[src/rtl/x_micro_pkg.sv]
// Shared definitions for the micro sequencer and its capture-side recorder:
// command codes, field widths and the RAM entry layout.
package x_micro_pkg;

    localparam int MICRO_CMD_W = 4;
    localparam int MICRO_DW    = 36;
    localparam int MICRO_DELW  = 17;

    localparam logic [MICRO_CMD_W-1:0] CMD_DAT = 4'b0000;
    localparam logic [MICRO_CMD_W-1:0] CMD_DEL = 4'b0001;
    localparam logic [MICRO_CMD_W-1:0] CMD_END = 4'b0010;

    typedef struct packed {
        logic [MICRO_DW-1:0]    payload;
        logic [MICRO_CMD_W-1:0] cmd;
    } entry_t;

    typedef enum logic [1:0] {
        ST_IDLE  = 2'd0,
        ST_REC   = 2'd1,
        ST_FLUSH = 2'd2
    } rec_state_t;

endpackage

[src/rtl/x_micro_rle_cnt.sv]
// Run-length counter for the recorder: clear has priority, counting stops at
// all-ones and o_tc flags that terminal count.
module x_micro_rle_cnt
    import x_micro_pkg::*;
#(
    parameter int DELW = MICRO_DELW
) (
    input  logic            i_clk,
    input  logic            i_rst,
    input  logic            i_clr,
    input  logic            i_inc,
    output logic [DELW-1:0] o_cnt,
    output logic            o_tc
);

    logic [DELW-1:0] r_cnt;
    logic            w_tc;

    assign w_tc  = &r_cnt;
    assign o_cnt = r_cnt;
    assign o_tc  = w_tc;

    always_ff @(posedge i_clk or posedge i_rst) begin
        if (i_rst) begin
            r_cnt <= '0;
        end else if (i_clr) begin
            r_cnt <= '0;
        end else if (i_inc && !w_tc) begin
            r_cnt <= r_cnt + 1'b1;
        end
    end

endmodule

[src/rtl/x_micro_recorder.sv]
// Capture-side recorder: run-length encodes a sampled bus into DAT/DEL/END
// sequencer commands and writes them through a registered RAM write port.
module x_micro_recorder
    import x_micro_pkg::*;
#(
    parameter int DEPTH = 512,
    parameter int AW    = $clog2(DEPTH),
    parameter int DW    = MICRO_DW,
    parameter int DELW  = MICRO_DELW
) (
    input  logic                   i_clk,
    input  logic                   i_rst,
    input  logic                   i_start,
    input  logic                   i_stop,
    input  logic [DW-1:0]          i_data,
    output logic                   o_busy,
    output logic                   o_wen,
    output logic [MICRO_CMD_W-1:0] o_wcmd,
    output logic [DW-1:0]          o_wdata,
    output logic [AW-1:0]          o_waddr,
    output logic [AW-1:0]          o_len,
    output logic                   o_ovf
);

    rec_state_t      r_state;
    logic            r_start_q;
    logic            r_stop_q;
    logic            r_pend_v;
    logic [AW-1:0]   r_ptr;
    logic [DW-1:0]   r_prev;

    logic            w_start;
    logic            w_stop;
    logic            w_change;
    logic            w_full;
    logic            w_run_nz;
    logic            w_tc;
    logic [DELW-1:0] w_run;
    logic            w_cnt_clr;
    logic            w_cnt_inc;
    logic            w_wr_dat;
    logic            w_wr_del;
    logic            w_need;

    assign w_start  = i_start & ~r_start_q;
    assign w_stop   = i_stop & ~r_stop_q;
    assign w_change = (i_data != r_prev);
    assign w_full   = (r_ptr == AW'(DEPTH - 1));
    assign w_run_nz = (w_run != '0);

    x_micro_rle_cnt #(
        .DELW (DELW)
    ) u_run (
        .i_clk (i_clk),
        .i_rst (i_rst),
        .i_clr (w_cnt_clr),
        .i_inc (w_cnt_inc),
        .o_cnt (w_run),
        .o_tc  (w_tc)
    );

    // A pending DAT only exists while run is 0, so it never competes with a DEL.
    always_comb begin
        w_cnt_clr = 1'b0;
        w_cnt_inc = 1'b0;
        w_wr_dat  = 1'b0;
        w_wr_del  = 1'b0;
        case (r_state)
            ST_IDLE: w_cnt_clr = w_start;
            ST_REC: begin
                if (w_stop || w_change || w_tc) begin
                    w_cnt_clr = 1'b1;
                end else begin
                    w_cnt_inc = 1'b1;
                end
                if (w_stop) begin
                    w_wr_dat = r_pend_v;
                    w_wr_del = !r_pend_v && w_run_nz;
                end else begin
                    w_wr_del = w_change ? w_run_nz : w_tc;
                    w_wr_dat = r_pend_v && !w_wr_del;
                end
            end
            default: ;
        endcase
        w_need = w_wr_dat | w_wr_del;
    end

    // The last-seen value doubles as the pending DAT payload: both are loaded together.
    always_ff @(posedge i_clk) begin
        if ((r_state == ST_IDLE && w_start) ||
            (r_state == ST_REC && !w_stop && w_change)) begin
            r_prev <= i_data;
        end
    end

    always_ff @(posedge i_clk or posedge i_rst) begin
        if (i_rst) begin
            r_state   <= ST_IDLE;
            r_start_q <= 1'b0;
            r_stop_q  <= 1'b0;
            r_pend_v  <= 1'b0;
            r_ptr     <= '0;
            o_busy    <= 1'b0;
            o_wen     <= 1'b0;
            o_wcmd    <= '0;
            o_wdata   <= '0;
            o_waddr   <= '0;
            o_len     <= '0;
            o_ovf     <= 1'b0;
        end else begin
            r_start_q <= i_start;
            r_stop_q  <= i_stop;
            o_wen     <= 1'b0;
            case (r_state)
                ST_IDLE: begin
                    if (w_start) begin
                        r_state  <= ST_REC;
                        o_busy   <= 1'b1;
                        r_pend_v <= 1'b1;
                        r_ptr    <= '0;
                        o_ovf    <= 1'b0;
                    end
                end
                ST_REC: begin
                    if (w_need && w_full) begin
                        o_ovf   <= 1'b1;
                        r_state <= ST_FLUSH;
                    end else begin
                        if (w_need) begin
                            o_wen   <= 1'b1;
                            o_waddr <= r_ptr;
                            r_ptr   <= r_ptr + 1'b1;
                        end
                        if (w_wr_dat) begin
                            o_wcmd  <= CMD_DAT;
                            o_wdata <= r_prev;
                        end else if (w_wr_del) begin
                            o_wcmd  <= CMD_DEL;
                            o_wdata <= DW'(w_run);
                        end
                        if (w_stop) begin
                            r_state <= ST_FLUSH;
                        end
                    end
                    if (w_stop) begin
                        r_pend_v <= 1'b0;
                    end else if (w_change) begin
                        r_pend_v <= 1'b1;
                    end else if (w_wr_dat) begin
                        r_pend_v <= 1'b0;
                    end
                end
                ST_FLUSH: begin
                    o_wen    <= 1'b1;
                    o_wcmd   <= CMD_END;
                    o_wdata  <= '0;
                    o_waddr  <= r_ptr;
                    o_len    <= r_ptr + 1'b1;
                    r_pend_v <= 1'b0;
                    o_busy   <= 1'b0;
                    r_state  <= ST_IDLE;
                end
                default: begin
                    r_state <= ST_IDLE;
                    o_busy  <= 1'b0;
                end
            endcase
        end
    end

endmodule

[config.mk]
export PLATFORM = sky130hd
export DESIGN_NAME = x_micro_recorder
export DESIGN_NICKNAME = d
export VERILOG_FILES = /design/src/rtl/x_micro_pkg.sv /design/src/rtl/x_micro_rle_cnt.sv /design/src/rtl/x_micro_recorder.sv
export SDC_FILE = /design/constraint.sdc
export NUM_CORES = 1
export LEC_CHECK = 0
export ABC_AREA = 1
export BUFFER_PORTS_ARGS = -buffer_cell sky130_fd_sc_hd__buf_2
export CAP_MARGIN = 5
export CORE_UTILIZATION = 60
export CTS_BUF_LIST = sky130_fd_sc_hd__clkbuf_2 sky130_fd_sc_hd__clkbuf_4 sky130_fd_sc_hd__clkbuf_8
export DETAILED_ROUTE_END_ITERATION = 8
export PLACE_DENSITY = 0.84
export SLEW_MARGIN = 20
export SYNTH_ARGS = -nofsm -noshare
export SYNTH_HDL_FRONTEND = slang
export SYNTH_SLANG_ARGS = --single-unit
[constraint.sdc]
create_clock -name i_clk -period 6.6 [get_ports i_clk]
set_input_delay 0.33 -clock i_clk [delete_from_list [all_inputs] [get_ports i_clk]]
set_output_delay 0.33 -clock i_clk [all_outputs]
set_load 0.1 [all_outputs]
Yosys cells after proc, flatten, opt, wreduce, memory -nomap -nowiden

Cells that the tools add are included.

Add/subtract/negate cells: 2
Eq/ne operators: 11
Multiplexer cells: 42
Bitwise operators: 6
Reduce and logical (&&, ||, !) cells: 28

Operator list:

| kind                                           | number |
|---|---|
| two-way mux 36 bit                             | 3 |
| case mux 36 bit (2 select lines)               | 1 |
| two-way mux 9 bit                              | 5 |
| != test 36 bit                                 | 1 |
| case mux 9 bit (2 select lines)                | 2 |
| two-way mux 17 bit                             | 2 |
| adder 17 x 1 -> 17 bit (second input constant) | 1 |
| AND reduction 17 bit                           | 1 |
| nonzero test 17 bit                            | 1 |
| two-way mux 1 bit                              | 16 |
| two-way mux 4 bit                              | 3 |
| AND reduction 3 bit                            | 4 |
| adder 9 x 1 -> 9 bit (second input constant)   | 1 |
| == test 9 bit (second input constant)          | 1 |
| case mux 1 bit (2 select lines)                | 4 |
| case mux 4 bit (2 select lines)                | 1 |
| logical AND 1 bit                              | 7 |
| two-way mux 2 bit                              | 3 |
| != test 2 bit (second input constant)          | 3 |
| nonzero test 2 bit                             | 3 |
| logical NOT 1 bit                              | 4 |
| != test 4 bit (second input constant)          | 1 |
| case mux 2 bit (2 select lines)                | 1 |
| AND reduction 2 bit                            | 2 |
| 13 further kinds                               | 18 |

Register bits after elaboration: 128
Input port bits: 40

Depth between registers and ports, before layout

Gate-level depths: netlist of the first run.

Depth in word-level cells: 10
Mapped depth: 18
Mapped depth without buffers: 17

By module

A second synthesis of the first run with hierarchy kept.

Cells, all modules: 740
Area total of the unflattened synthesis: 6289.8 um^2

By module, submodules not included:

| module           | instances | cells an instance | area an instance (um^2) | seq. area each (um^2) |
|---|---|---|---|---|
| x_micro_recorder | 1         | 615               | 5297.6                  | 2907.8 |
| x_micro_rle_cnt  | 1         | 125               | 992.2                   | 425.4 |

Worst setup path before layout of the first run

OpenSTA, ideal clock, no wires.

Kind: reg-to-reg
Start: register r_state[1]
End: register r_prev[0] (enable)
Setup time: 0.394 ns
Data arrival time: 2.025 ns
Data required time: 6.206 ns
Setup slack: 4.182 ns
Stages on the path, launching flop included: 8
Path buffers: 1
Clock period less this slack: 2.418 ns
Path through: dfrtp_1 -> inv_1 -> ha_1 -> inv_1 -> clkbuf_1 -> nor2_1 -> nand2_1 -> nand2_1

Longest elaborated chain between the ends: 4
Elaborated cells between the ends (all ways): 6
Those cells by class: eq/ne (1); reduce/logical (5)

Ends and longest elaborated chain:

| element                         | line                    | text |
|---|---|---|
| start: declaration              | x_micro_recorder.sv:25  | `rec_state_t r_state;` |
| start signal: assignment        | x_micro_recorder.sv:99  | `r_state <= ST_IDLE;` |
| start signal: assignment        | x_micro_recorder.sv:118 | `r_state <= ST_REC;` |
| start signal: assignment        | x_micro_recorder.sv:128 | `r_state <= ST_FLUSH;` |
| == test 2 x 1 -> 1 bit          | x_micro_recorder.sv:92  | `(r_state == ST_REC && !w_stop && w_change)) begin` |
| logical AND 1 bit (2 in series) | x_micro_recorder.sv:92  |  |
| logical OR 1 bit (*)            | x_micro_recorder.sv:91  | `if ((r_state == ST_IDLE && w_start) \|\|` |
| end signal: assignment          | x_micro_recorder.sv:93  | `r_prev <= i_data;` |
| end: declaration                | x_micro_recorder.sv:30  | `logic [DW-1:0] r_prev;` |

Mark *: on every way between the ends. The rest lies on a longest branch, timed or not.
A chain may end at the register's enable or synchronous reset.

Worst setup path in the final report of the first run

Start: register u_run.r_cnt[0] (netlist: u_run.o_cnt[0])
End: register o_wdata[30]

Longest elaborated chain between the ends: 10
Elaborated cells between the ends (all ways): 18
Those cells by class: eq/ne (2); mux (8); bitwise (1); reduce/logical (7)

Ends and longest elaborated chain:

| element                                                            | line                                          | text |
|---|---|---|
| start: declaration                                                 | x_micro_rle_cnt.sv:16                         | `logic [DELW-1:0] r_cnt;` |
| start signal: assignment                                           | x_micro_rle_cnt.sv:29                         | `r_cnt <= r_cnt + 1'b1;` |
| AND reduction 17 bit / nonzero test 17 bit (equally long branches) | x_micro_rle_cnt.sv:19, x_micro_recorder.sv:49 |  |
| two-way mux 1 bit                                                  | x_micro_recorder.sv:80                        | `w_wr_del = w_change ? w_run_nz : w_tc;` |
| logical NOT 1 bit                                                  | x_micro_recorder.sv:81                        | `w_wr_dat = r_pend_v && !w_wr_del;` |
| logical AND 1 bit                                                  | x_micro_recorder.sv:81                        |  |
| two-way mux 1 bit                                                  | x_micro_recorder.sv:76                        | `if (w_stop) begin` |
| two-way mux 1 bit                                                  | x_micro_recorder.sv:68                        | `case (r_state)` |
| OR 1 bit                                                           | x_micro_recorder.sv:86                        | `w_need = w_wr_dat \| w_wr_del;` |
| logical AND 1 bit                                                  | x_micro_recorder.sv:126                       | `if (w_need && w_full) begin` |
| != test 2 bit (no line)                                            | n/a                                           |  |
| AND reduction 3 bit (no line)                                      | n/a                                           |  |
| end signal: assignment                                             | x_micro_recorder.sv:137                       | `o_wdata <= r_prev;` |
| end signal: assignment                                             | x_micro_recorder.sv:140                       | `o_wdata <= DW'(w_run);` |
| end: declaration                                                   | x_micro_recorder.sv:19                        | `output logic [DW-1:0] o_wdata,` |

Several ways; a longest one is shown, not always the timed one. The select of a mux whose other input is x is not followed.

==> results of run 1 <==
## flip-flops by register name, summed over array words and instances (netlist names), 2 cells and up
signal and flops:
o_wdata 36, r_prev 36, u_run.o_cnt 17, o_len 9, o_waddr 9, r_ptr 9, o_wcmd 2, r_state 2
## layout make-up
| type | instances | area (µm²) |
|---|---|---|
| sequential | 126 | 3330 |
| fill | 810 | 3030 |
| multi-input combinational | 540 | 2570 |
| timing repair buffer | 102 | 536 |
| clock buffer | 24 | 299 |
| inverter | 70 | 264 |
| tap | 136 | 170 |
| clock inverter | 8 | 70.1 |
## layout by cell type, fill, tap and decap left out, types with 2 or more instances in the layout
| cell type | netlist | routed |
|---|---|---|
| clkinvlp_4 | 0 | 2 |
| ha_1 | 9 | 9 |
| nor3_1 | 15 | 15 |
| clkbuf_8 | 0 | 19 |
| conb_1 | 1 | 2 |
| nand3_4 | 2 | 2 |
| nand3_2 | 2 | 2 |
| xor2_1 | 19 | 19 |
| inv_1 | 69 | 68 |
| edfxtp_1 | 36 | 36 |
| nand4_1 | 9 | 9 |
| nand2_4 | 3 | 3 |
| xnor2_1 | 16 | 16 |
| nand2_2 | 4 | 4 |
| nand2_1 | 286 | 286 |
| o21ai_0 | 23 | 23 |
| nor3b_1 | 6 | 6 |
| nor2_1 | 73 | 73 |
| buf_2 | 7 | 98 |
| nor4_1 | 7 | 7 |
| nand3_1 | 49 | 49 |
| dfrtp_1 | 90 | 90 |
| clkbuf_4 | 0 | 5 |
| nor2_2 | 2 | 2 |
| a21oi_1 | 5 | 5 |
| clkinv_2 | 0 | 6 |
| buf_4 | 5 | 2 |
| nand3b_1 | 2 | 2 |
## cells by family (layout without fill, tap and decap cells)
family,after synthesis,count (layout)
xor gates and xnor gates,35,35
other,1,2
DFF,126,126
and+or+nand+nor,462,462
AOI/OAI and AO/OA,32,32
adders and majority gates,9,9
buffers and inverters,95,204
## layer usage
metal / global-route usage (%) / vias up / wire [µm]
li1: - / 2592 / -
met3: 6.74 / 30 / 1020
met2: 48.2 / 215 / 7300
met1: 39.2 / 2534 / 6470
met5: 0 / - / 0
met4: 10.7 / 0 / 348
## report_power, final
group / total (W) / leakage [nW] / switching (W) / internal [W]
clock: 0.000638 / 0.194 / 0.000303 / 0.000335
combinational: 0.00148 / 2.11 / 0.00121 / 0.000271
sequential: 0.00109 / 1.57 / 0.000102 / 0.000983
## per-stage QoR
step                      setup WS [ns]  hold slack [ns]  util, %  power (W)  std cells
after floorplan                    3.93            0.361        -    0.00232        761
after global placement             3.50            0.450     66.6    0.00253        972
after detailed placement           3.33            0.454     66.8    0.00257        973
after CTS                          3.29          0.00452     70.5    0.00321       1006
after global routing               2.95          0.00621     70.5    0.00338       1006
final                              3.30           0.0190     70.5    0.00320       1006
## path summary, 6_finish.rpt
check,endpoint,slack (ns)
setup / recovery,o_wdata[30]$_DFFE_PP0P_,3.30
hold / removal,r_start_q$_DFF_PP0_,0.02
setup reg to reg,o_wdata[30]$_DFFE_PP0P_,3.30
hold reg to reg,o_waddr[6]$_DFFE_PP0P_,0.46
max in group asynchronous,o_wdata[15]$_DFFE_PP0P_,5.89
min in group asynchronous,o_wdata[23]$_DFFE_PP0P_,0.07
==> metrics.md, run 1 <==
| Metric | Value |
|---|---|
| Fmax | 303 MHz |
| CP Data Arrival Time | 3.68 ns |
| FFs w/ async S/R, synth | 71.4% |
| Synth Flop Type | dfrtp_1 |
| Placed cell area | 6860 µm² |
| First-pass GRT wire length | 25.2 mm |
| Num rows | 37 |
| Synth top area share | 35.7% |
| # Post-CTS Setup Buffers | 0 |
| Skew-Pair Late Insertion Delay | 0.45 ns |
| Yosys reg bits | 126 |
| Crit path launch | u_run.o_cnt[0]$_DFFE_PP0P_ |
| Layout cells sized above 1 | 17.2% |
| Clock Path Buffers | 2 |
| Hold Vio Cnt, Final | 0 |
| Netlist cell types | 33 |
| IO buf count | 98 |
| Largest delay contributor family on the critical path | simple AND/OR/NAND/NOR gates |
| Die width | 105 µm |
| Total negative slack | 0 ns |
| Critical path buffers and inverters | 1 |
| Most common cell in the synthesized netlist | nand2_1 |
| Clock Tree Root | clkbuf_8 |
| FF-to-FF path depth | 12 |
| Leakage | 3.87 nW |
| CP Launch Type | flop |
| CTS sink cnt | 126 |
| Slowest stage cell, crit path | nand3_2 |
| Crit path time final | 3.30 ns |
| Worst EP required | 6.98 ns |
| Post-synth top cells | nand2_1 (286), dfrtp_1 (90), nor2_1 (73), inv_1 (69), nand3_1 (49) |
| WP depth | 12 |
| Clock buffer count from CTS | 17 |
| Vias per cell | 5.34 |
| Die ar. | 10900 µm² |
| Fin crit share | 50.0% |
| Die height | 105 µm |
| Largest stage delay, worst path | 0.64 ns |
| Syn-to-layout area delta | 14.8% |
| Number of global-route vias before repair | 5180 |
| Sequential area share after synthesis | 52.8% |
| Synthesized cell area | 6310 µm² |
| Cell count after synthesis | 760 |
| Pin count of the biggest net entering global routing | 54 |
| CTS clock-pin slew for the worst setup and hold paths | 0.07 ns |
| Post-synthesis adder-cell area fraction | 1.79% |
| Hold Buf Count CTS | 1 |
| Final Setup Violations | 0 |
| Synth warn | 0 |
| Reg-to-Reg Start | u_run.o_cnt[0]$_DFFE_PP0P_ |
| Final RePlAce weighted congestion | 0.935 |
| CP endpoint kind | flop |
| Dpl hpwl | 10.7 mm |
| Fin area | 7240 µm² |
| Proportion of synthesized area in mux cells | 0% |
| Critical path type | flop to flop |
| Unrepaired setup endpoints after global routing | false |
| Post-synthesis compound-gate area fraction | 2.74% |
| Hold_sp | i_start |
| Slew Limit Fails | 0 |
| Syn avg cell area | 8.30 µm² |
| Initial DRC Count | 236 |
| Diodes inserted | 0 |
| Initial antenna violation count | 0 |
| NumNets Final | 906 |
| Drt wl/cell | 15.1 µm |
| Worst slew pin tran | 0.967 ns |
| GRT Overall Usage | 29.6% |
| Routed wire length | 15.1 mm |
| Post-Synth XOR/XNOR Area | 4.86% |
| Resized Gates After CTS | 0 |
| PwrDens | 442 nW/µm² |
| Synth Area in Simple Gates | 31.3% |
| Final ANT Viol Nets | 0 |
| Status | complete, no violations |
| EDFF count, synth | 36 |
| Clock skew | 0.0150 ns |
| Cell depth of the worst hold path | 1 |
| Starting Density | 61.4% |
| Largest family of logic cells by synthesized area | simple AND/OR/NAND/NOR gates |
| Hold/Removal Path Class | primary input to flop |
| Most area-hungry cell type in the Yosys netlist | dfrtp_1 |
| Max IR drop VDD | 0.000361 V |
| Via Count | 5371 |
| Max Cap Viol | 0 |
| I/O Pins | 101 |
| Largest cells by area after synthesis | dfrtp_1 (36%), edfxtp_1 (17%), nand2_1 (17%), nor2_1 (4.3%), inv_1 (4.1%) |
| Pre-antenna DRT Iters | 5 |
| H-tree Lvls | 4 |
| Core box area | 10300 µm² |
| CTS tree | built |
| # DRC | 0 |
| Worst path cell trace | ha_1 -> and3_1 -> nand2_1 -> nor4_1 -> ha_1 -> inv_1 -> nand4_1 -> nand3_4 -> nand3_2 -> nor2_2 -> nand3_1 -> nand2_1 |
| CP Max Fanout | 44 |
| Grt ovf | 0 |
| Max-slew headroom at the worst pin | 35.2% |
Power figures use the tool's default switching activity.
==> inputs of run 2 (changes only) <==
--- a/config.mk
+++ b/config.mk
@@ -5,13 +5,13 @@
 export SDC_FILE = /design/constraint.sdc
 export NUM_CORES = 1
 export LEC_CHECK = 0
-export ABC_AREA = 1
+export ABC_AREA = 0
 export BUFFER_PORTS_ARGS = -buffer_cell sky130_fd_sc_hd__buf_2
 export CAP_MARGIN = 5
-export CORE_UTILIZATION = 60
+export CORE_UTILIZATION = 58
 export CTS_BUF_LIST = sky130_fd_sc_hd__clkbuf_2 sky130_fd_sc_hd__clkbuf_4 sky130_fd_sc_hd__clkbuf_8
 export DETAILED_ROUTE_END_ITERATION = 8
-export PLACE_DENSITY = 0.84
+export PLACE_DENSITY = 0.82
 export SLEW_MARGIN = 20
 export SYNTH_ARGS = -nofsm -noshare
 export SYNTH_HDL_FRONTEND = slang
==> constraint.sdc (replaced) <==
create_clock -name i_clk -period 3.3 [get_ports i_clk]
set_input_delay 0.165 -clock i_clk [delete_from_list [all_inputs] [get_ports i_clk]]
set_output_delay 0.165 -clock i_clk [all_outputs]
set_load 0.1 [all_outputs]
==> run 2 against run 1 <==
- power up 140%
- synthesized cell count is 38% lower
- via count decreased by 15%
- combinational power grew to 2.5 times the previous value
- routed wire length fell by 0.85%
- core utilization grew 4.8 points
- register-to-register slack got worse by 3.1 ns
- global-route usage up 0.66 points
- hold slack improved by 0.38 ns
- cell area increased by 1.2%
- critical path type unchanged
- critical endpoint is now o_wdata[10]$_DFFE_PP0P_
- largest power group unchanged
==> metrics.md, run 2 <==
| Metric | Value |
|---|---|
| Routed wire length | 15.0 mm (was 15.1 mm) |
| I/O Pins | 101 (unchanged) |
| Crit path time final | 3.06 ns (was 3.30 ns) |
| # placed instances | 696 (was 973) |
| Synth Flop Type | dfrtp_1 (unchanged) |
| Sequential area share after synthesis | 57.3% (was 52.8%) |
| Unrepaired setup endpoints after global routing | false (unchanged) |
| CTS tree | built (unchanged) |
| Die width | 102 µm (was 105 µm) |
| Clock Path Buffers | 2 (unchanged) |
| FF/Latch Area | 3330 µm² (unchanged) |
| Dpl hpwl | 9.15 mm (was 10.7 mm) |
| Power, Total | 0.00757 W (was 0.00320 W) |
| Status | complete, no violations (unchanged) |
| H-tree Lvls | 4 (unchanged) |
| Diodes inserted | 0 (unchanged) |
| CP endpoint kind | flop (unchanged) |
| First-pass GRT wire length | 23.0 mm (was 25.2 mm) |
| Syn-to-layout area delta | 26.0% (was 14.8%) |
| CP Launch Type | flop (unchanged) |
| Non-Filler Instances | 767 (was 1006) |
| Max Cap Viol | 0 (unchanged) |
| # DRC | 0 (unchanged) |
| Yosys reg bits | 126 (unchanged) |
| Post-synthesis adder-cell area fraction | 1.94% (was 1.79%) |
| Commonest cells after routing, fill and taps aside | buf_2 (98), dfrtp_1 (90), xnor2_1 (55) (was nand2_1 (286), buf_2 (98), dfrtp_1 (90)) |
| Post-Synth XOR/XNOR Area | 8.59% (was 4.86%) |
| Worst EP required | 3.64 ns (was 6.98 ns) |
| Most common cell in the synthesized netlist | dfrtp_1 (was nand2_1) |
| GRT Overall Usage | 30.3% (was 29.6%) |
| Slew Limit Fails | 0 (unchanged) |
| CP Max Fanout | 18 (was 44) |
| Fmax | 326 MHz (was 303 MHz) |
| Number of global-route vias before repair | 4372 (was 5180) |
| CP Data Arrival Time | 3.41 ns (was 3.68 ns) |
| Syn avg cell area | 12.3 µm² (was 8.30 µm²) |
| Proportion of synthesized area in mux cells | 7.88% (was 0%) |
| Fin area | 7330 µm² (was 7240 µm²) |
| Largest cells by area after synthesis | dfrtp_1 (39%), edfxtp_1 (19%), xnor2_1 (8.3%), mux2_2 (3.9%), mux2i_1 (3.1%) (was dfrtp_1 (36%), edfxtp_1 (17%), nand2_1 (17%), nor2_1 (4.3%), inv_1 (4.1%)) |
| Synthesized cell area | 5810 µm² (was 6310 µm²) |
| NumNets Final | 670 (was 906) |
| Hold/Removal Path Class | primary input to flop (unchanged) |
| Final Setup Violations | 0 (unchanged) |
| Post-synth top cells | dfrtp_1 (90), xnor2_1 (55), edfxtp_1 (36), nor2_1 (36), mux2_2 (20) (was nand2_1 (286), dfrtp_1 (90), nor2_1 (73), inv_1 (69), nand3_1 (49)) |
| Max-slew headroom at the worst pin | 47.6% (was 35.2%) |
| Clock buffer count from CTS | 17 (unchanged) |
| Max IR drop VDD | 0.000697 V (was 0.000361 V) |
| Fillers | 635 (was 810) |
| Total negative slack | 0 ns (unchanged) |
| Die height | 102 µm (was 105 µm) |
| Vias per cell | 5.94 (was 5.34) |
| Most area-hungry cell type in the Yosys netlist | dfrtp_1 (unchanged) |
| CTS clock-pin slew for the worst setup and hold paths | 0.07 ns (about the same) |
| Die ar. | 10400 µm² (was 10900 µm²) |
| Pre-antenna DRT Iters | 5 (unchanged) |
| Worst slew pin tran | 0.787 ns (was 0.967 ns) |
| Netlist cell types | 55 (was 33) |
| EDFF count, synth | 36 (unchanged) |
| Via Count | 4556 (was 5371) |
| Commonest non-fill, non-tap cell in the layout | buf_2 (was nand2_1) |
| Num rows | 36 (was 37) |
| FFs w/ async S/R, synth | 71.4% (unchanged) |
| Clock skew | 0.0156 ns (was 0.0150 ns) |
| Fin Hold WS | 0.400 ns (was 0.0190 ns) |
| Area of the multi-input gates | 2350 µm² (was 2570 µm²) |
| Clock Tree Root | clkbuf_8 (unchanged) |
| Final RePlAce weighted congestion | 0.898 (was 0.935) |
| Post-synthesis compound-gate area fraction | 9.79% (was 2.74%) |
| Critical path type | flop to flop (unchanged) |
| Skew-Pair Late Insertion Delay | 0.44 ns (was 0.45 ns) |
| PwrDens | 1030 nW/µm² (was 442 nW/µm²) |
| Starting Density | 59.8% (was 61.4%) |
| Placed cell area | 6490 µm² (was 6860 µm²) |
| CTS sink cnt | 126 (unchanged) |
| Pin count of the biggest net entering global routing | 64 (was 54) |
| Synth top area share | 38.7% (was 35.7%) |
| # Post-CTS Setup Buffers | 0 (unchanged) |
| Synth Area in Simple Gates | 12.1% (was 31.3%) |
| Cell count after synthesis | 471 (was 760) |
| Largest family of logic cells by synthesized area | simple AND/OR/NAND/NOR gates (unchanged) |
| Initial antenna violation count | 0 (unchanged) |
| Hold Vio Cnt, Final | 0 (unchanged) |
| Leakage | 3.26 nW (was 3.87 nW) |
| Initial DRC Count | 398 (was 236) |
| Drt wl/cell | 19.6 µm (was 15.1 µm) |
| Layout cells sized above 1 | 27.1% (was 17.2%) |
| Fin crit share | 92.9% (was 50.0%) |
| Final ANT Viol Nets | 0 (unchanged) |
| Grt ovf | 0 (unchanged) |
| IO buf count | 98 (unchanged) |
| Synth warn | 0 (unchanged) |
| Core box area | 9730 µm² (was 10300 µm²) |
==> run 2: cell count changes in the layout (fill, tap and decap cells not counted), moves of 37 or more <==
cell / before / now
xnor2_1: 16 / 55
dlygate4sd3_1: 1 / 39
inv_1: 68 / 10
nor2_1: 73 / 36
nand2_1: 286 / 16
nand3_1: 49 / 11
==> run 2: what timing repair did <==
action	4_1_cts	5_1_grt
endpoints found under the hold margin	54	0
hold buffers	39	0
gates resized for setup	0	0
==> run 2: logic make-up after synthesis <==
logic type / after synthesis
compound gates: 80
fa+ha+maj: 9
simple gates: 128
mux: 41
buf+inv: 29
xor+xnor: 57
other cells: 1
flops: 126
==> run 2: path summary, 6_finish.rpt <==
path / slack [ns] / cells past startpoint / to / startpoint
min: 0.40 / 2 / r_stop_q$_DFF_PP0_ / i_stop
min reg2reg: 0.50 / 1 / o_wdata[5]$_DFFE_PP0P_ / o_wdata[5]$_DFFE_PP0P_
min in group asynchronous: 0.43 / 3 / o_wdata[21]$_DFFE_PP0P_ / i_rst
max: 0.24 / 10 / o_wdata[10]$_DFFE_PP0P_ / u_run.o_cnt[0]$_DFFE_PP0P_
max reg2reg: 0.24 / 10 / o_wdata[10]$_DFFE_PP0P_ / u_run.o_cnt[0]$_DFFE_PP0P_
max in group asynchronous: 2.14 / 4 / u_run.o_cnt[4]$_DFFE_PP0P_ / i_rst
==> run 2: power breakdown <==
group | switching (W) | internal (W) | total [W] | leakage (nW)
logic | 0.00282 | 0.000878 | 0.00370 | 1.49
clock network | 0.000625 | 0.000887 | 0.00151 | 0.221
registers | 0.000297 | 0.00206 | 0.00236 | 1.55
total | 0.00374 | 0.00383 | 0.00757 | 3.26
==> run 2: final cells by class <==
type                            count  share of cell area, %
Clock buffer                       22                   3.88
Clock inverter                     10                   2.20
Inverter                           12                  0.649
Multi-Input combinational cell    317                   32.1
Sequential cell                   126                   45.5
Tap cell                          133                   2.27
Timing Repair Buffer              147                   13.4
==> run 2: routing by layer <==
metal | up-vias | part of all wire [%] | global-route usage [%]
li1 | 2016 | - | -
met1 | 2263 | 42 | 41.3
met2 | 237 | 49 | 48.3
met3 | 40 | 7.1 | 6.02
met4 | 0 | 2.4 | 11.9
met5 | - | 0 | 0
==> run 2: per-stage QoR <==
step           setup WS (ns)  util [%]
6_report               0.236      75.3
3_3_place_gp           0.499      66.7
5_1_grt               0.0656      75.3
3_5_place_dp           0.392      66.7
2_1_floorplan          0.543         -
4_1_cts                0.344      75.3
==> run 2: critical path, stage by stage (launching register included) <==
cell and delay [ns]:
dfrtp_1 0.46, ha_1 0.21, nand3_1 0.12, or2_2 0.39
nor3_1 0.20, ha_1 0.26, nor2_1 0.06, nand4_1 0.14
nor3b_4 0.38, nand3_2 0.41, o2bb2ai_1 0.33
